--- src/rtl/z_exception_unit.sv ---
// z_exception_unit: prioritised execute-stage exception detection with a latched trap record,
// req/ack handoff, optional vectored handler address, saturating counter and sticky double-fault flag.
module z_exception_unit #(
  parameter int DATA_WIDTH  = 32,
  parameter int PC_WIDTH    = 32,
  parameter int CAUSE_WIDTH = 8,
  parameter int CNT_WIDTH   = 16,
  parameter int VEC_EXC     = 0
) (
  input  logic                   z_clk,
  input  logic                   z_rst,
  input  logic                   stall_i,
  input  logic                   flush_i,
  input  logic                   debug_mode_valid_i,
  input  logic [PC_WIDTH-1:0]    pc_i,
  input  logic [31:0]            instr_i,
  input  logic                   branch_valid_i,
  input  logic [PC_WIDTH-1:0]    branch_pc_i,
  input  logic                   invalid_instr_valid_i,
  input  logic                   breakpoint_valid_i,
  input  logic                   ecall_valid_i,
  input  logic                   ld_valid_i,
  input  logic                   sd_valid_i,
  input  logic [DATA_WIDTH-1:0]  ld_sd_addr_i,
  input  logic [1:0]             byte_sel_i,
  input  logic                   mem_addr_invalid_i,
  input  logic [DATA_WIDTH-1:0]  data_mem_max_addr_i,
  input  logic [DATA_WIDTH-1:0]  csr_mtvec_i,
  input  logic                   trap_ack_i,
  input  logic                   exc_cnt_clr_i,
  output logic                   trap_req_o,
  output logic [CAUSE_WIDTH-1:0] trap_cause_o,
  output logic [DATA_WIDTH-1:0]  trap_tval_o,
  output logic [PC_WIDTH-1:0]    trap_epc_o,
  output logic [DATA_WIDTH-1:0]  trap_handler_addr_o,
  output logic                   double_fault_o,
  output logic [CNT_WIDTH-1:0]   exc_count_o
);
  typedef enum logic {IDLE, PENDING} state_t;
  state_t r_state, w_next;
  logic [CAUSE_WIDTH-1:0] r_cause, w_cause;
  logic [DATA_WIDTH-1:0]  r_tval, w_tval, w_base;
  logic [PC_WIDTH-1:0]    r_epc;
  logic [CNT_WIDTH-1:0]   r_cnt;
  logic r_df;
  logic w_imis, w_mis, w_oob, w_ld, w_lmis, w_smis, w_lflt, w_sflt, w_any, w_capture, w_latch, w_dfault;
  // Byte accesses never misalign; wider ones need their low address bits clear
  assign w_mis = byte_sel_i == 2'b01 ? ld_sd_addr_i[0] :
                 byte_sel_i == 2'b10 ? |ld_sd_addr_i[1:0] :
                 byte_sel_i == 2'b11 ? |ld_sd_addr_i[2:0] : 1'b0;
  assign w_oob     = (ld_sd_addr_i > data_mem_max_addr_i) | mem_addr_invalid_i;
  assign w_imis    = branch_valid_i & |branch_pc_i[1:0];
  assign w_ld      = ld_valid_i & ~stall_i;
  assign w_lmis    = w_ld & w_mis;
  assign w_smis    = sd_valid_i & w_mis;
  assign w_lflt    = w_ld & ~w_mis & w_oob;
  assign w_sflt    = sd_valid_i & ~w_mis & w_oob;
  assign w_any     = |{w_imis, invalid_instr_valid_i, breakpoint_valid_i, ecall_valid_i, w_lmis, w_smis, w_lflt, w_sflt};
  assign w_capture = w_any & ~flush_i & ~debug_mode_valid_i;
  always_comb begin
    w_cause = w_imis ? CAUSE_WIDTH'(0) : invalid_instr_valid_i ? CAUSE_WIDTH'(2) :
              breakpoint_valid_i ? CAUSE_WIDTH'(3) : ecall_valid_i ? CAUSE_WIDTH'(11) :
              w_lmis ? CAUSE_WIDTH'(4) : w_smis ? CAUSE_WIDTH'(6) :
              w_lflt ? CAUSE_WIDTH'(5) : CAUSE_WIDTH'(7);
    w_tval  = w_imis ? DATA_WIDTH'(branch_pc_i) : invalid_instr_valid_i ? DATA_WIDTH'(instr_i) :
              breakpoint_valid_i ? DATA_WIDTH'(pc_i) : ecall_valid_i ? '0 : ld_sd_addr_i;
  end
  always_comb begin
    w_latch  = w_capture & (r_state == IDLE | trap_ack_i);
    w_dfault = w_capture & r_state == PENDING & ~trap_ack_i;
    w_next   = w_latch ? PENDING : (r_state == PENDING & trap_ack_i) ? IDLE : r_state;
  end
  always_ff @(posedge z_clk or negedge z_rst)
    if (!z_rst) begin
      r_state <= IDLE;
      r_cause <= '0;
      r_tval  <= '0;
      r_epc   <= '0;
      r_cnt   <= '0;
      r_df    <= 1'b0;
    end else begin
      r_state <= w_next;
      if (w_latch) begin
        r_cause <= w_cause;
        r_tval  <= w_tval;
        r_epc   <= pc_i;
      end
      r_cnt <= exc_cnt_clr_i ? '0 : (w_latch & ~&r_cnt) ? r_cnt + CNT_WIDTH'(1) : r_cnt;
      r_df  <= ~exc_cnt_clr_i & (r_df | w_dfault);
    end
  assign w_base              = {csr_mtvec_i[DATA_WIDTH-1:2], 2'b00};
  assign trap_handler_addr_o = (VEC_EXC == 1 && csr_mtvec_i[1:0] == 2'b01) ?
                               w_base + (DATA_WIDTH'(r_cause) << 2) : w_base;
  assign trap_req_o     = r_state == PENDING;
  assign trap_cause_o   = r_cause;
  assign trap_tval_o    = r_tval;
  assign trap_epc_o     = r_epc;
  assign double_fault_o = r_df;
  assign exc_count_o    = r_cnt;
endmodule

--- config.mk ---
export PLATFORM = sky130hd
export DESIGN_NAME = z_exception_unit
export DESIGN_NICKNAME = d
export VERILOG_FILES = /design/src/rtl/z_exception_unit.sv
export SDC_FILE = /design/constraint.sdc
export NUM_CORES = 1
export LEC_CHECK = 0
export CAP_MARGIN = 20
export CORE_AREA = 2 2 129 131
export CTS_CLUSTER_SIZE = 8
export DETAILED_ROUTE_END_ITERATION = 8
export DIE_AREA = 0 0 131 133
export HOLD_SLACK_MARGIN = 0.05
export PLACE_DENSITY = 0.75
export SYNTH_ARGS = -nofsm -noshare
export SYNTH_HDL_FRONTEND = slang
export SYNTH_SLANG_ARGS = --single-unit
--- constraint.sdc ---
create_clock -name z_clk -period 3.67 [get_ports z_clk]
set_input_delay 0.9175 -clock z_clk [delete_from_list [all_inputs] [get_ports z_clk]]
set_output_delay 0.9175 -clock z_clk [all_outputs]
set_load 0.02 [all_outputs]
== After elaboration in Yosys (flattened, before gate mapping) ==
Index checks and enable logic that the tools add are counted.
Word-level totals
  register bits: 90
  input port bits: 208
  output and inout bits: 122
Cells by class
  order comparisons: 1
  equality and inequality tests: 3
  reductions and logical operators: 8
  add/sub/neg operators: 1
  multiplexer cells: 18
  bitwise logic cells: 26
Operator list (count)
  $mux W32: 4
  $gt A32 B32 Y1: 1
  $mux W16: 2
  $add A16 B1 Y16 const B: 1
  $and A1 B1 Y1: 16
  $mux W4: 4
  $reduce_and A16 Y1: 1
  $reduce_or A8 Y1: 1
  $not A1 Y1: 7
  $mux W2: 3
  $mux W1: 5
  $eq A2 B2 Y1 const B: 2
  $reduce_bool A2 Y1: 2
  $reduce_or A2 Y1: 2
  $or A1 B1 Y1: 3
  $reduce_or A3 Y1: 1
  $eq A2 B1 Y1 const B: 1
  $logic_not A1 Y1: 1

== Longest topological paths before layout ==
Gate-level depths: netlist of run 1.
  word-level depth: 14
  depth in mapped cells: 12
  gate-level depth less buffers: 10

== Least setup slack after synthesis of run 1 ==
OpenSTA, ideal clock, no wires.
  kind: input -> register
  from: in data_mem_max_addr_i[29]
  to: reg r_epc[10] (netlist: trap_epc_o[10])
  library setup time: 0.128 ns
  stages: 11
  path buffers: 2
  slack: 0.154 ns
  arrival: 3.388 ns
  cell sequence: inv_1 ha_1 a211oi_1 nor2_1 or4_1 or4_1 o21a_1 o21ai_4 buf_6 buf_6 mux2_1
On the way
  word-level cells in the longest chain between the ends: 7
  elaborated cells on any way between the ends: 8
  classes of those cells: 1 x order compare; 6 x bitwise; 1 x reduce/logical
RTL lines
  from (decl): RTL line 27  | input logic [DATA_WIDTH-1:0] data_mem_max_addr_i,
  $gt A32 B32 Y1 (*): RTL line 51  | assign w_oob = (ld_sd_addr_i > data_mem_max_addr_i) | mem_addr_invalid_i;
  $or A1 B1 Y1 (*): RTL line 51
  $and A1 B1 Y1 (on tied branches): RTL line 56, 57
  $reduce_or A8 Y1 (*): RTL line 58  | assign w_any = |{w_imis, invalid_instr_valid_i, breakpoint_valid_i, ecall_valid_i, w_lmis, w_smis, w_lflt, w_s ...
  $and A1 B1 Y1 (*) (2 in a row): RTL line 59  | assign w_capture = w_any & ~flush_i & ~debug_mode_valid_i;
  $and A1 B1 Y1 (*): RTL line 69  | w_latch = w_capture & (r_state == IDLE | trap_ack_i);
  to (signal assigned): RTL line 86  | r_epc <= pc_i;
  to (decl): RTL line 43  | logic [PC_WIDTH-1:0] r_epc;
Mark *: on every way between the ends. The rest lies on a longest branch, timed or not.
A chain may end at the register's enable or synchronous reset.

== Final worst setup path of run 1 ==
  from: in ld_sd_addr_i[25]
  to: reg r_epc[0] (netlist: trap_epc_o[0])
On the way
  word-level cells in the longest chain between the ends: 7
  elaborated cells on any way between the ends: 8
  classes of those cells: 1 x order compare; 6 x bitwise; 1 x reduce/logical
RTL lines
  from (decl): RTL line 24  | input logic [DATA_WIDTH-1:0] ld_sd_addr_i,
  $gt A32 B32 Y1 (*): RTL line 51
  $or A1 B1 Y1 (*): RTL line 51
  $and A1 B1 Y1 (on tied branches): RTL line 56, 57
  $reduce_or A8 Y1 (*): RTL line 58
  $and A1 B1 Y1 (*) (2 in a row): RTL line 59
  $and A1 B1 Y1 (*): RTL line 69
Marks and branches as above.

==> results_tabular.tex, run 1 <==
\begin{tabular}{lr}
\hline
Metric & Value \\
\hline
\multicolumn{2}{l}{\textbf{Outcome}} \\
Outcome & complete, no violations \\
\multicolumn{2}{l}{\textbf{Clocking}} \\
Maximum level of the CTS H-tree & 3 \\
TritonCTS Buffers & 9 \\
Reg clk slew, reported paths & 0.07 ns \\
TritonCTS clock tree & yes \\
Number of hold-repair buffers added at the cts stage & 0 \\
Worst skew pair latency & 0.34 ns \\
Number of buffers on the longest clock path & 2 \\
Sinks on Clock Net & 86 \\
Clock Root Buffer & sky130\_fd\_sc\_hd\_\_clkbuf\_16 \\
\multicolumn{2}{l}{\textbf{Logic synthesis}} \\
Post-synthesis instance total & 644 \\
Share of the synthesized area in the top cell type & 0.3855 \\
Top cells by area, synth & sky130\_fd\_sc\_hd\_\_dfrtp\_1, sky130\_fd\_sc\_hd\_\_a21oi\_1, sky130\_fd\_sc\_hd\_\_ha\_1 \\
Total of flip-flops plus latches after synthesis & 86 \\
Adder and majority gate portion of the synthesized area & 0.07396 \\
Simple logic cell fraction of the synthesized area & 0.1535 \\
Synth cell types & 46 \\
Proportion of synthesized area in mux cells & 0.07261 \\
Top flip-flop cell by instance count after synthesis & sky130\_fd\_sc\_hd\_\_dfrtp\_1 \\
Share of synthesized registers carrying an async set or reset & 1.000 \\
Synthesized-area fraction occupied by xor and xnor cells & 0 \\
Sequential share of the synthesized area & 0.3855 \\
Yosys Warn Count & 0 \\
Main combinational cell family by area after synthesis & compound AO/OA/AOI/OAI gates \\
Yosys top cell by area & sky130\_fd\_sc\_hd\_\_dfrtp\_1 \\
Mapped Area & 5583 um2 \\
Mapped Avg Cell Area & 8.669 um2 \\
Post-synthesis compound-gate area fraction & 0.2044 \\
Number of enable flip-flop cells after synthesis & 0 \\
\multicolumn{2}{l}{\textbf{GRT}} \\
Number of global-route vias before repair & 5786 \\
Aggregate global routing overflow & 0 \\
Pin count of the biggest net entering global routing & 87 \\
Tot GR Track Use & 0.2254 \\
First-pass GRT wire length & 30340 um \\
Initial antenna violation count & 2 \\
\multicolumn{2}{l}{\textbf{Placement}} \\
Detail Placement HPWL & 14530 um \\
IO Port Bufs & 261 \\
Final Wtd Congestion & 0.8420 \\
Placed Instance Area & 8452 um2 \\
\multicolumn{2}{l}{\textbf{Final layout}} \\
Nets & 1150 \\
Number of filler cells placed in the layout & 1452 \\
Commonest non-fill, non-tap cells in the layout & sky130\_fd\_sc\_hd\_\_clkdlybuf4s50\_1, sky130\_fd\_sc\_hd\_\_a21oi\_1, sky130\_fd\_sc\_hd\_\_dfrtp\_1 \\
Sequential cell area in the final layout & 2152 um2 \\
Leading cell type in the layout, fill and taps excluded & sky130\_fd\_sc\_hd\_\_clkdlybuf4s50\_1 \\
Area taken by multi-input logic gates & 3049 um2 \\
Area overhead of the layout relative to synthesis & 65.20\% \\
Share of final-layout standard cells stronger than drive strength 1 & 0.1389 \\
Final standard cell utilization of the core & 0.5703 \\
Final non-filler cell area & 9223 um2 \\
\multicolumn{2}{l}{\textbf{Route}} \\
Routed wirelength normalized by instance count & 17.26 um \\
Met2 wire length & 9742 um \\
Routed wl met3 & 1570 um \\
Sum of routed wire segments on met1 & 7858 um \\
Top Layer Used & met4 \\
First DRT Iteration DRCs & 308 \\
Count of vias placed by the detailed router & 5701 \\
Post-route antenna net violation count & 0 \\
Total DRC errors in the routed layout & 0 \\
Total length of routed wires & 19610 um \\
Router iterations before antenna repair & 7 \\
Via density & 5.018 \\
\multicolumn{2}{l}{\textbf{Floorplan}} \\
Ports placed on the boundary & 330 \\
Width of the die & 131 um \\
Full die area & 17420 um2 \\
Die H & 133 um \\
Placeable core area & 16170 um2 \\
Standard-cell rows & 47 \\
Initial standard-cell utilization of the core & 0.3452 \\
\multicolumn{2}{l}{\textbf{Power and ir drop}} \\
VDD IR max & 226.5 uV \\
Total power per unit cell area & 371.2 nW/um2 \\
Leakage power & 0.004046 uW \\
\multicolumn{2}{l}{\textbf{Run}} \\
Max cap viols & 0 \\
\multicolumn{2}{l}{\textbf{Timing}} \\
Endpoints failing hold & 0 \\
Accumulated negative setup slack & 0 ns \\
Number of slew-limit violations in the final report & 0 \\
Max Clk Rate & 277.0 MHz \\
Slew at the pin closest to its max-slew limit & 0.8067 ns \\
Final setup viols & 0 \\
Clock skew after layout & 0.005819 ns \\
Final critical-path share of the clock period & 0.9838 \\
Worst slew slack as a fraction of its limit & 0.4605 \\
Min Clock Period, post-route & 3.611 ns \\
RSZ-0062 raised after global routing & yes \\
Worst hold-check slack & 0.4767 ns \\
\multicolumn{2}{l}{\textbf{Critical path}} \\
Crit path required time & 3.90 ns \\
Arrival time of data at the critical path endpoint & 3.84 ns \\
Reg2Reg Setup Slack & 1.07 ns \\
Sort of element at the start of the critical path & input port \\
Critical path fanouts, max & 6 \\
Worst setup path class & input port to flip-flop \\
Worst setup EP type & flip-flop \\
\multicolumn{2}{l}{\textbf{Min path}} \\
Worst Hold Class & flip-flop to flip-flop \\
\hline
\end{tabular}
[synth_stat cells, types with 3 or more instances]
| library cell | n |
|---|---|
| sky130_fd_sc_hd__a21oi_1 | 90 |
| sky130_fd_sc_hd__dfrtp_1 | 86 |
| sky130_fd_sc_hd__nor2_1 | 79 |
| sky130_fd_sc_hd__nand2_1 | 45 |
| sky130_fd_sc_hd__buf_4 | 40 |
| sky130_fd_sc_hd__inv_1 | 39 |
| sky130_fd_sc_hd__o21ai_0 | 39 |
| sky130_fd_sc_hd__ha_1 | 33 |
| sky130_fd_sc_hd__a22oi_1 | 31 |
| sky130_fd_sc_hd__mux2_1 | 27 |
| sky130_fd_sc_hd__clkbuf_1 | 22 |
| sky130_fd_sc_hd__or4_1 | 11 |
| sky130_fd_sc_hd__nand3_1 | 10 |
| sky130_fd_sc_hd__nand4_1 | 10 |
| sky130_fd_sc_hd__mux2_2 | 9 |
| sky130_fd_sc_hd__o31ai_1 | 8 |
| sky130_fd_sc_hd__and3_1 | 5 |
| sky130_fd_sc_hd__buf_6 | 5 |
| sky130_fd_sc_hd__a21o_1 | 4 |
| sky130_fd_sc_hd__buf_1 | 4 |
| sky130_fd_sc_hd__nor2b_1 | 4 |
| sky130_fd_sc_hd__o21a_1 | 4 |
| sky130_fd_sc_hd__nand2b_1 | 3 |
| sky130_fd_sc_hd__nor4_1 | 3 |
| sky130_fd_sc_hd__or3_1 | 3 |
[metrics by stage]
stage,power [uW],std cells,worst slack (ns)
2_1_floorplan,1711,649,0.1544
3_3_place_gp,2293,1106,-0.5776
6_report,3423,1136,0.05931
4_1_cts,3435,1132,-0.01100
3_5_place_dp,2315,1106,-0.5891
5_1_grt,3597,1134,-0.003870
[flip-flops by register name (all words and copies together) (netlist names)]
register,flops
trap_req_o,1
trap_cause_o,4
exc_count_o,16
double_fault_o,1
trap_epc_o,32
trap_tval_o,32
[cells by family after synthesis]
group,after synthesis
compound gates,192
fa+ha+maj,33
buf+inv,112
flops,86
mux,36
other cells,1
simple gates,184
[report_power, final]
part | switching [uW] | internal, uW | total [uW] | leakage [uW]
Sequential | 80.9 | 1090 | 1170 | 0.00108
Clock | 401 | 669 | 1070 | 0.000170
Combinational | 560 | 623 | 1180 | 0.00279
Total | 1040 | 2380 | 3420 | 0.00405
[worst paths after layout]
kind                            cells past startpoint                          end                   startpoint
worst max-delay path                               12    trap_epc_o[0]$_DFFE_PN0P_             ld_sd_addr_i[25]
worst min-delay path                                2  trap_cause_o[0]$_DFFE_PN0P_  trap_cause_o[0]$_DFFE_PN0P_
worst max register to register                      8  exc_count_o[15]$_DFFE_PN0P_   exc_count_o[3]$_DFFE_PN0P_
worst min register to register                      2  trap_cause_o[0]$_DFFE_PN0P_  trap_cause_o[0]$_DFFE_PN0P_
max in group asynchronous                           2  trap_tval_o[18]$_DFFE_PN0P_                        z_rst
min in group asynchronous                           2     double_fault_o$_DFF_PN0_                        z_rst
[cell type report]
cell class              count  share of cell area
repair buffers            322              0.3522
multi-input cells         451              0.3306
flip-flops and latches     86              0.2333
well taps                 220             0.02985
clock buffers               9             0.02442
inverters                  39             0.01587
clock inverters             7             0.01316
diodes                      2           0.0005427
[critical path, stage by stage]
cell,delay (ns)
sky130_fd_sc_hd__clkdlybuf4s50_1,0.47
sky130_fd_sc_hd__ha_1,0.34
sky130_fd_sc_hd__nand4_1,0.18
sky130_fd_sc_hd__buf_4,0.15
sky130_fd_sc_hd__a2111oi_4,0.04
sky130_fd_sc_hd__or4_4,0.56
sky130_fd_sc_hd__o21a_4,0.25
sky130_fd_sc_hd__o21ai_4,0.23
sky130_fd_sc_hd__buf_8,0.20
sky130_fd_sc_hd__buf_12,0.11
sky130_fd_sc_hd__buf_12,0.09
sky130_fd_sc_hd__mux2_4,0.29
[per-layer routing]
metal / vias to the layer above / track usage
met4: 0 / 0.06915
met2: 226 / 0.3846
li1: 2771 / -
met1: 2668 / 0.2711
met3: 36 / 0.06712
met5: - / 0
[timing repair]
| item | in CTS | in global routing |
|---|---|---|
| gates resized for setup | 27 | 38 |
| cloned | 3 | 0 |
| setup endpoints to repair | 54 | 54 |
| pin swaps | 8 | 16 |
| endpoints found under the hold margin | 0 | 0 |
| setup buffers | 8 | 2 |
Power figures use the tool's default switching activity.
==> inputs of run 2 (changes only) <==
--- a/config.mk
+++ b/config.mk
@@ -5,13 +5,12 @@
 export SDC_FILE = /design/constraint.sdc
 export NUM_CORES = 1
 export LEC_CHECK = 0
-export CAP_MARGIN = 20
 export CORE_AREA = 2 2 129 131
 export CTS_CLUSTER_SIZE = 8
 export DETAILED_ROUTE_END_ITERATION = 8
 export DIE_AREA = 0 0 131 133
 export HOLD_SLACK_MARGIN = 0.05
-export PLACE_DENSITY = 0.75
+export PLACE_DENSITY = 0.73
 export SYNTH_ARGS = -nofsm -noshare
 export SYNTH_HDL_FRONTEND = slang
 export SYNTH_SLANG_ARGS = --single-unit
==> results_tabular.tex, run 2 (same netlist as run 1, synthesis figures left out) <==
\begin{tabular}{lr}
\hline
Metric & Value \\
\hline
\multicolumn{2}{l}{\textbf{Timing}} \\
Final critical-path share of the clock period & 0.9902 (was 0.9838) \\
Slew at the pin closest to its max-slew limit & 0.8293 ns (was 0.8067 ns) \\
Number of slew-limit violations in the final report & 0 (unchanged) \\
Max Clk Rate & 275.2 MHz (was 277.0 MHz) \\
Min Clock Period, post-route & 3.634 ns (was 3.611 ns) \\
Accumulated negative setup slack & 0 ns (unchanged) \\
Final critical-path setup slack & 0.03581 ns (was 0.05931 ns) \\
Worst slew slack as a fraction of its limit & 0.4454 (was 0.4605) \\
Final setup viols & 0 (unchanged) \\
Clock skew after layout & 0.006455 ns (was 0.005819 ns) \\
Endpoints failing hold & 0 (unchanged) \\
Worst hold-check slack & 0.4776 ns (was 0.4767 ns) \\
\multicolumn{2}{l}{\textbf{Floorplan}} \\
Full die area & 17420 um2 (unchanged) \\
Initial standard-cell utilization of the core & 0.3452 (unchanged) \\
Die H & 133 um (unchanged) \\
Placeable core area & 16170 um2 (unchanged) \\
Standard-cell rows & 47 (unchanged) \\
Ports placed on the boundary & 330 (unchanged) \\
Width of the die & 131 um (unchanged) \\
\multicolumn{2}{l}{\textbf{Outcome}} \\
Outcome & complete, no violations (unchanged) \\
\multicolumn{2}{l}{\textbf{Placement}} \\
Final Wtd Congestion & 0.8744 (was 0.8420) \\
Worst slack at placement & -0.6339 ns (was -0.5891 ns) \\
Placed Instance Area & 8417 um2 (was 8452 um2) \\
IO Port Bufs & 261 (unchanged) \\
Detail Placement HPWL & 14500 um (was 14530 um) \\
\multicolumn{2}{l}{\textbf{Final layout}} \\
Sequential cell area in the final layout & 2152 um2 (unchanged) \\
Number of filler cells placed in the layout & 1423 (was 1452) \\
Area taken by multi-input logic gates & 3043 um2 (was 3049 um2) \\
Final non-filler cell area & 9190 um2 (was 9223 um2) \\
Area overhead of the layout relative to synthesis & 64.61\% (was 65.20\%) \\
Leading cell type in the layout, fill and taps excluded & sky130\_fd\_sc\_hd\_\_clkdlybuf4s50\_1 (unchanged) \\
Commonest non-fill, non-tap cells in the layout & sky130\_fd\_sc\_hd\_\_clkdlybuf4s50\_1, sky130\_fd\_sc\_hd\_\_a21oi\_1, sky130\_fd\_sc\_hd\_\_dfrtp\_1 (unchanged) \\
Share of final-layout standard cells stronger than drive strength 1 & 0.1425 (was 0.1389) \\
Nets & 1148 (was 1150) \\
\multicolumn{2}{l}{\textbf{Clocking}} \\
Number of buffers on the longest clock path & 2 (unchanged) \\
Number of hold-repair buffers added at the cts stage & 0 (unchanged) \\
Sinks on Clock Net & 86 (unchanged) \\
Worst skew pair latency & 0.35 ns (was 0.34 ns) \\
Reg clk slew, reported paths & 0.06 ns (was 0.07 ns) \\
TritonCTS clock tree & yes (unchanged) \\
Clock Root Buffer & sky130\_fd\_sc\_hd\_\_clkbuf\_16 (unchanged) \\
TritonCTS Buffers & 9 (unchanged) \\
Maximum level of the CTS H-tree & 3 (unchanged) \\
\multicolumn{2}{l}{\textbf{Route}} \\
Total length of routed wires & 19290 um (was 19610 um) \\
Count of vias placed by the detailed router & 5681 (was 5701) \\
Via density & 5.010 (was 5.018) \\
Post-route antenna net violation count & 0 (unchanged) \\
Router iterations before antenna repair & 5 (was 7) \\
First DRT Iteration DRCs & 253 (was 308) \\
Routed wirelength normalized by instance count & 17.01 um (was 17.26 um) \\
Total DRC errors in the routed layout & 0 (unchanged) \\
\multicolumn{2}{l}{\textbf{Power and ir drop}} \\
Total power per unit cell area & 364.3 nW/um2 (was 371.2 nW/um2) \\
VDD IR max & 252.3 uV (was 226.5 uV) \\
Leakage power & 0.004072 uW (was 0.004046 uW) \\
Pwr Total & 3348 uW (was 3423 uW) \\
\multicolumn{2}{l}{\textbf{GRT}} \\
Pin count of the biggest net entering global routing & 87 (unchanged) \\
First-pass GRT wire length & 29690 um (was 30340 um) \\
Aggregate global routing overflow & 0 (unchanged) \\
Tot GR Track Use & 0.2218 (was 0.2254) \\
Number of global-route vias before repair & 5771 (was 5786) \\
Initial antenna violation count & 3 (was 2) \\
\multicolumn{2}{l}{\textbf{Critical path}} \\
Critical path fanouts, max & 6 (unchanged) \\
Worst setup EP type & flip-flop (unchanged) \\
Arrival time of data at the critical path endpoint & 3.89 ns (was 3.84 ns) \\
Sort of element at the start of the critical path & input port (unchanged) \\
Crit path required time & 3.92 ns (was 3.90 ns) \\
Worst setup path class & input port to flip-flop (unchanged) \\
\multicolumn{2}{l}{\textbf{Run}} \\
Max cap viols & 0 (unchanged) \\
\multicolumn{2}{l}{\textbf{Min path}} \\
Worst Hold Class & flip-flop to flip-flop (unchanged) \\
\hline
\end{tabular}
-- run 2: final cells by class --
| type | instances | share of cell area |
|---|---|---|
| repair buffers | 320 | 0.3532 |
| flip-flops and latches | 86 | 0.2342 |
| clock buffers | 9 | 0.02451 |
| diodes | 2 | 0.0005446 |
| well taps | 220 | 0.02995 |
| inverters | 39 | 0.01593 |
| clock inverters | 7 | 0.01062 |
| multi-input cells | 451 | 0.3311 |
-- run 2: critical path, cell delays in order --
cell	delay [ns]
sky130_fd_sc_hd__clkdlybuf4s50_1	0.45
sky130_fd_sc_hd__ha_1	0.30
sky130_fd_sc_hd__nand4_1	0.17
sky130_fd_sc_hd__nor4_2	0.37
sky130_fd_sc_hd__o21ai_1	0.17
sky130_fd_sc_hd__a31oi_4	0.21
sky130_fd_sc_hd__o21a_4	0.17
sky130_fd_sc_hd__o21ai_4	0.07
sky130_fd_sc_hd__buf_6	0.16
sky130_fd_sc_hd__bufbuf_16	0.25
sky130_fd_sc_hd__or4_4	0.51
sky130_fd_sc_hd__a21oi_2	0.14
-- run 2: routing by layer --
layer	vias up	track usage	wire length (um)
met5	-	0	12
met4	2	0.09456	675
met3	48	0.06510	1464
met2	223	0.3759	9369
met1	2637	0.2582	7762
li1	2771	-	-
-- run 2: metrics by stage --
step | cells | util
final | 1134 | 0.5683
after global routing | 1133 | 0.5681
after CTS | 1129 | 0.5568
after detailed placement | 1104 | 0.5205
after global placement | 1104 | 0.5205
after floorplan | 649 | -
-- run 2: power by group --
group | leakage (uW) | switching (uW) | internal [uW] | total (uW)
Clock | 0.000152 | 401 | 599 | 1000
Sequential | 0.00108 | 78.1 | 1090 | 1170
Combinational | 0.00284 | 550 | 630 | 1180
Total | 0.00407 | 1030 | 2320 | 3350
-- run 2: path summary, 6_finish.rpt --
kind	depth (start not counted)	startpoint	endpoint	slack, ns
hold / removal	2	trap_cause_o[0]$_DFFE_PN0P_	trap_cause_o[0]$_DFFE_PN0P_	0.48
hold reg to reg	2	trap_cause_o[0]$_DFFE_PN0P_	trap_cause_o[0]$_DFFE_PN0P_	0.48
min in group asynchronous	2	z_rst	exc_count_o[15]$_DFFE_PN0P_	0.60
setup / recovery	12	ld_sd_addr_i[8]	exc_count_o[7]$_DFFE_PN0P_	0.04
setup reg to reg	8	exc_count_o[3]$_DFFE_PN0P_	exc_count_o[15]$_DFFE_PN0P_	1.06
max in group asynchronous	2	z_rst	trap_epc_o[27]$_DFFE_PN0P_	2.67
-- run 2: what timing repair did --
| action | in CTS | in global routing |
|---|---|---|
| endpoints found under the setup margin | 66 | 33 |
| pin swaps | 8 | 18 |
| resized for setup | 25 | 48 |
| cloned | 4 | 0 |
| setup buffers | 5 | 3 |
==> variant 1 (settings of run 2) <==
Change the parameter `CNT_WIDTH` from 16 to 32.
--- a/src/rtl/z_exception_unit.sv
+++ b/src/rtl/z_exception_unit.sv
@@ -4,7 +4,7 @@
   parameter int DATA_WIDTH  = 32,
   parameter int PC_WIDTH    = 32,
   parameter int CAUSE_WIDTH = 8,
-  parameter int CNT_WIDTH   = 16,
+  parameter int CNT_WIDTH   = 32,
   parameter int VEC_EXC     = 0
 ) (
   input  logic                   z_clk,
Ports: changed (resized exc_count_o); port bits go from 330 to 346. No check against the original RTL was run, so the function may have changed too.
==> variant 1 against run 2 <==
- sequential cell count up 16
- worst setup slack gained 180 ps
- total power up 2.9%
- final area is 5.2% higher
- die area is the same
- area after synthesis is 18% higher
- fmax increased by 5.2%
- routed wire length grew 19%
- core utilization up 3.0 points
- count of clock-buffer cells in the layout stayed put
==> variant 1: results (changes against run 2) <==
Outcome
  – Outcome: finished clean (unchanged)

STA
  – Slew @ Worst Pin: 674 ps (was 829 ps)
  – Clock Skew: 5.99 ps (was 6.46 ps)

Placed design
  – Buffers added on ports: 277 (was 261)
  – DP Area: 9380 um^2 (was 8420 um^2)
  – Placer Congestion: 0.849 (was 0.874)
  – Detail Placement HPWL: 18.1 mm (was 14.5 mm)

Global route
  – Antenna violations before repair: 1 (was 3)
  – GRT Total Usage: 26.2% (was 22.2%)
  – Number of global-route vias before repair: 6227 (was 5771)
  – GR Layer Usage met3: 6.79% (was 6.51%)
  – First-pass GRT wire length: 34.4 mm (was 29.7 mm)
  – GR Util met1: 35.4% (was 25.8%)
  – Pin count of the biggest net entering global routing: 68 (was 87)
  – M2 GR Usage: 41.9% (was 37.6%)

Route
  – Post-detailed-route wirelength per cell: 18.8 um (was 17.0 um)
  – Vias: 6402 (was 5681)
  – Drt pass-1 iters: 4 (was 5)
  – DR iter-0 viols: 354 (was 253)

Yosys
  – Netlist cell types: 47 (was 46)
  – Synth top area cells: dfrtp_1 (39%), a21oi_1 (7.9%), ha_1 (6.3%), mux2_2 (6.0%), nor2_1 (4.5%) (was dfrtp_1 (39%), a21oi_1 (8.1%), ha_1 (7.4%), mux2_1 (5.4%), buf_4 (5.4%))
  – Top cells by count, synth: a21oi_1 (103), dfrtp_1 (102), nor2_1 (79) (was a21oi_1 (90), dfrtp_1 (86), nor2_1 (79))
  – Seq/Total Area, Yosys: 38.9% (was 38.5%)

Setup path
  – Worst Path Arrival: 3700 ps (was 3890 ps)
  – Slowest-stage cell, CP: clkdlybuf4s50_1 (was or4_4)

CTS
  – CTS buffer count: 9 (unchanged)
  – Postcts setup bufs: 0 (was 5)
  – Post-cts sizing count: 0 (was 25)

Finish
  – Layout cell share with drive strength beyond 1: 9.32% (was 14.3%)
  – Final net count: 1234 (was 1148)
  – Fillers: 1431 (was 1423)

Power
  – Leak Pwr: 4.05 nW (was 4.07 nW)
  – Worst vdd ir: 0.298 mV (was 0.252 mV)
[variant 1: cell count changes after synthesis, moves of 9 or more]
cell            run 2  this run
o21ai_0            39        51
mux2_1             27         7
nand4_1            10        19
dfrtp_1            86       102
a21oi_1            90       103
mux2_2              9        35
or3_1               3        13
[variant 1: worst max-delay path: cells and delay by family]
kind / cells / cell delay, ps
simple gates: 3 / 810
buf+inv: 3 / 700
compound gates: 3 / 570
mux: 1 / 390
fa+ha+maj: 1 / 300
[variant 1: metrics by stage]
stage,worst slack [ps],cells,util [%]
2_1_floorplan,616,759,-
3_3_place_gp,-79.8,1202,58.0
3_5_place_dp,-116,1202,58.0
4_1_cts,217,1218,59.8
5_1_grt,105,1219,59.8
6_report,216,1219,59.8
[variant 1: cells by family (layout without fill, tap and decap cells)]
group                    count (synthesis)  in the layout  synth area share [%]
AND/OR/NAND/NOR                        243            243                  18.7
AO/OA/AOI/OAI                          214            214                  18.8
buffers and inverters                  119            358                  10.0
flip-flops                             102            102                  38.9
multiplexers                            42             42                  7.20
adder cells (fa/ha/maj)                 33             33                  6.29
other                                    1              7                0.0571
[variant 1: layer usage]
metal	wire, um	share of wire [%]	vias to the layer above
met5	0	0	-
met3	1590	6.9	26
met2	10900	48	222
met1	10000	44	3018
li1	-	-	3136
met4	407	1.8	0
[variant 1: final timing paths]
| path | from | to | slack (ps) | depth (start not counted) |
|---|---|---|---|---|
| setup reg to reg | exc_count_o[7]$_DFFE_PN0P_ | exc_count_o[21]$_DFFE_PN0P_ | 1040 | 7 |
| max in group asynchronous | z_rst | trap_epc_o[9]$_DFFE_PN0P_ | 2350 | 2 |
| min in group asynchronous | z_rst | exc_count_o[10]$_DFFE_PN0P_ | 560 | 1 |
| setup / recovery | data_mem_max_addr_i[11] | exc_count_o[17]$_DFFE_PN0P_ | 220 | 11 |
| hold / removal | trap_cause_o[1]$_DFFE_PN0P_ | trap_cause_o[1]$_DFFE_PN0P_ | 480 | 2 |
| hold reg to reg | trap_cause_o[1]$_DFFE_PN0P_ | trap_cause_o[1]$_DFFE_PN0P_ | 480 | 2 |
[variant 1: area by class of cell]
cell class	instances	area (um^2)	share of cell area [%]
sequential	102	2550	26.4
clock inverter	7	61.3	0.634
inverter	36	135	1.40
timing repair buffer	306	3030	31.4
antenna	1	2.50	0.0259
clock buffer	9	225	2.33
multi-input combinational	538	3390	35.0
tap	220	275	2.85
[variant 1: power breakdown]
group          switching (mW)  total, mW  internal [mW]
sequential             0.0743       1.34           1.26
combinational           0.562       1.15          0.587
clock                   0.481      0.956          0.475
==> variant 2 (settings of run 2) <==
Without the edit above. Add an input register stage for `debug_mode_valid_i`, without a reset; this delays it by one clock. The other inputs are not delayed to match.
--- a/src/rtl/z_exception_unit.sv
+++ b/src/rtl/z_exception_unit.sv
@@ -37,6 +37,13 @@
   output logic [CNT_WIDTH-1:0]   exc_count_o
 );
   typedef enum logic {IDLE, PENDING} state_t;
+
+  logic debug_mode_valid_q;
+
+  always_ff @(posedge z_clk) begin
+    debug_mode_valid_q <= debug_mode_valid_i;
+  end
+
   state_t r_state, w_next;
   logic [CAUSE_WIDTH-1:0] r_cause, w_cause;
   logic [DATA_WIDTH-1:0]  r_tval, w_tval, w_base;
@@ -56,7 +63,7 @@
   assign w_lflt    = w_ld & ~w_mis & w_oob;
   assign w_sflt    = sd_valid_i & ~w_mis & w_oob;
   assign w_any     = |{w_imis, invalid_instr_valid_i, breakpoint_valid_i, ecall_valid_i, w_lmis, w_smis, w_lflt, w_sflt};
-  assign w_capture = w_any & ~flush_i & ~debug_mode_valid_i;
+  assign w_capture = w_any & ~flush_i & ~debug_mode_valid_q;
   always_comb begin
     w_cause = w_imis ? CAUSE_WIDTH'(0) : invalid_instr_valid_i ? CAUSE_WIDTH'(2) :
               breakpoint_valid_i ? CAUSE_WIDTH'(3) : ecall_valid_i ? CAUSE_WIDTH'(11) :
Formal check against the unedited RTL: not equivalent (Yosys sat finds a counterexample within 4 cycles, from zero or initial values and one cycle with z_rst low).
==> variant 2 against run 2 <==
- total power shrank 2.5%
- sequential cell count grew 1
- count of clock-buffer cells in the layout grew 2
- worst setup slack gained 80 ps
- clock skew grew 3.6 ps
- final area grew 1.5%
- worst hold slack gained 3.1 ps
- area after synthesis grew 0.36%
- routed wire length grew 2.0%
- synthesized cell count grew 0.16%
- clock power shrank 12%
==> variant 2: results (changes against run 2) <==
Setup path
  – Worst setup path start: ld_sd_addr_i[29] (was ld_sd_addr_i[8])
  – Worst Path Arrival: 3780 ps (was 3890 ps)
  – FF-to-FF setup slack: 1090 ps (was 1060 ps)
  – Crit path largest cell delay: 560 ps (was 510 ps)
  – CP top delay family: simple AND/OR/NAND/NOR gates (unchanged)
  – Crit Reg-Reg Startpoint: exc_count_o[3]$_DFFE_PN0P_ (unchanged)
  – Setup crit end: trap_epc_o[15]$_DFFE_PN0P_ (was exc_count_o[7]$_DFFE_PN0P_)
  – Worst-path maximum fanout: 8 (was 6)

Global route
  – Pin count of the biggest net entering global routing: 67 (was 87)
  – First-pass GRT wire length: 29.8 mm (was 29.7 mm)
  – Number of global-route vias before repair: 5722 (was 5771)
  – GRT Total Usage: 22.2% (about the same)
  – Antenna violations before repair: 2 (was 3)

CTS
  – Postcts setup bufs: 5 (unchanged)
  – Post-cts sizing count: 27 (was 25)

Power
  – Sequential power share: 36.1% (was 34.9%)
  – Power in the clock group: 0.881 mW (was 1.00 mW)
  – Leak Pwr: 4.22 nW (was 4.07 nW)
  – Worst vdd ir: 0.261 mV (was 0.252 mV)
  – Net Sw Power: 1.05 mW (was 1.03 mW)
  – Switching share of power: 32.1% (was 30.7%)

Yosys
  – Async SR Flop Fraction: 98.9% (was 100%)
  – Post-synthesis mux area share: 7.24% (was 7.26%)
  – Complex-gate fraction of the synthesized area: 20.4% (about the same)
  – Post-Synth Adder-Cell Area: 7.37% (was 7.40%)
  – Netlist cell types: 47 (was 46)
  – Seq/Total Area, Yosys: 38.8% (was 38.5%)
  – Mapped Cells: 645 (was 644)
  – Synth top area cells: dfrtp_1 (38%), a21oi_1 (8.0%), ha_1 (7.4%), mux2_1 (5.4%), buf_4 (5.4%) (was dfrtp_1 (39%), a21oi_1 (8.1%), ha_1 (7.4%), mux2_1 (5.4%), buf_4 (5.4%))

Route
  – DR vias/cell: 5.06 (was 5.01)
  – DR iter-0 viols: 315 (was 253)
  – Total wire length: 19.7 mm (was 19.3 mm)

Placed design
  – DP Area: 8500 um^2 (was 8420 um^2)
  – Place WS: -552 ps (was -634 ps)
  – Placer Congestion: 0.840 (was 0.874)
  – Detail Placement HPWL: 14.5 mm (about the same)

Finish
  – Layout cell share with drive strength beyond 1: 16.8% (was 14.3%)
  – Final net count: 1150 (was 1148)
  – Fin cells: 1136 (was 1134)
  – Syn-to-layout area delta: 66.5% (was 64.6%)
  – Fillers: 1449 (was 1423)

STA
  – Fin crit period: 3550 ps (was 3630 ps)
  – Rel. slew slack: 48.2% (was 44.5%)
  – Hold Slack: 481 ps (was 478 ps)
  – Clock Skew: 10.1 ps (was 6.46 ps)

Outcome
  – Outcome: finished clean (unchanged)

Min path
  – Hold Crit Start: trap_tval_o[13]$_DFFE_PN0P_ (was trap_cause_o[0]$_DFFE_PN0P_)
  – Hold endpoint: trap_tval_o[13]$_DFFE_PN0P_ (was trap_cause_o[0]$_DFFE_PN0P_)
## variant 2: cell families after synthesis
family | count (synthesis)
AO/OA/AOI/OAI | 192
adder cells (fa/ha/maj) | 33
buffers and inverters | 112
flip-flops | 87
multiplexers | 36
other | 1
AND/OR/NAND/NOR | 184
## variant 2: area by class of cell
cell class | count | share of cell area, %
antenna | 2 | 0.0536
timing repair buffer | 321 | 34.7
tap | 220 | 2.95
clock inverter | 5 | 0.375
sequential | 87 | 23.3
clock buffer | 11 | 2.60
inverter | 39 | 1.57
multi-input combinational | 451 | 34.4
## variant 2: per-layer routing
| metal | wire, um | track usage, % | up-vias | part of all wire [%] |
|---|---|---|---|---|
| li1 | - | - | 2777 | - |
| met5 | 0 | 0 | - | 0 |
| met2 | 9780 | 37.1 | 219 | 50 |
| met4 | 516 | 8.16 | 0 | 2.6 |
| met3 | 1460 | 6.07 | 39 | 7.4 |
| met1 | 7910 | 27.2 | 2714 | 40 |
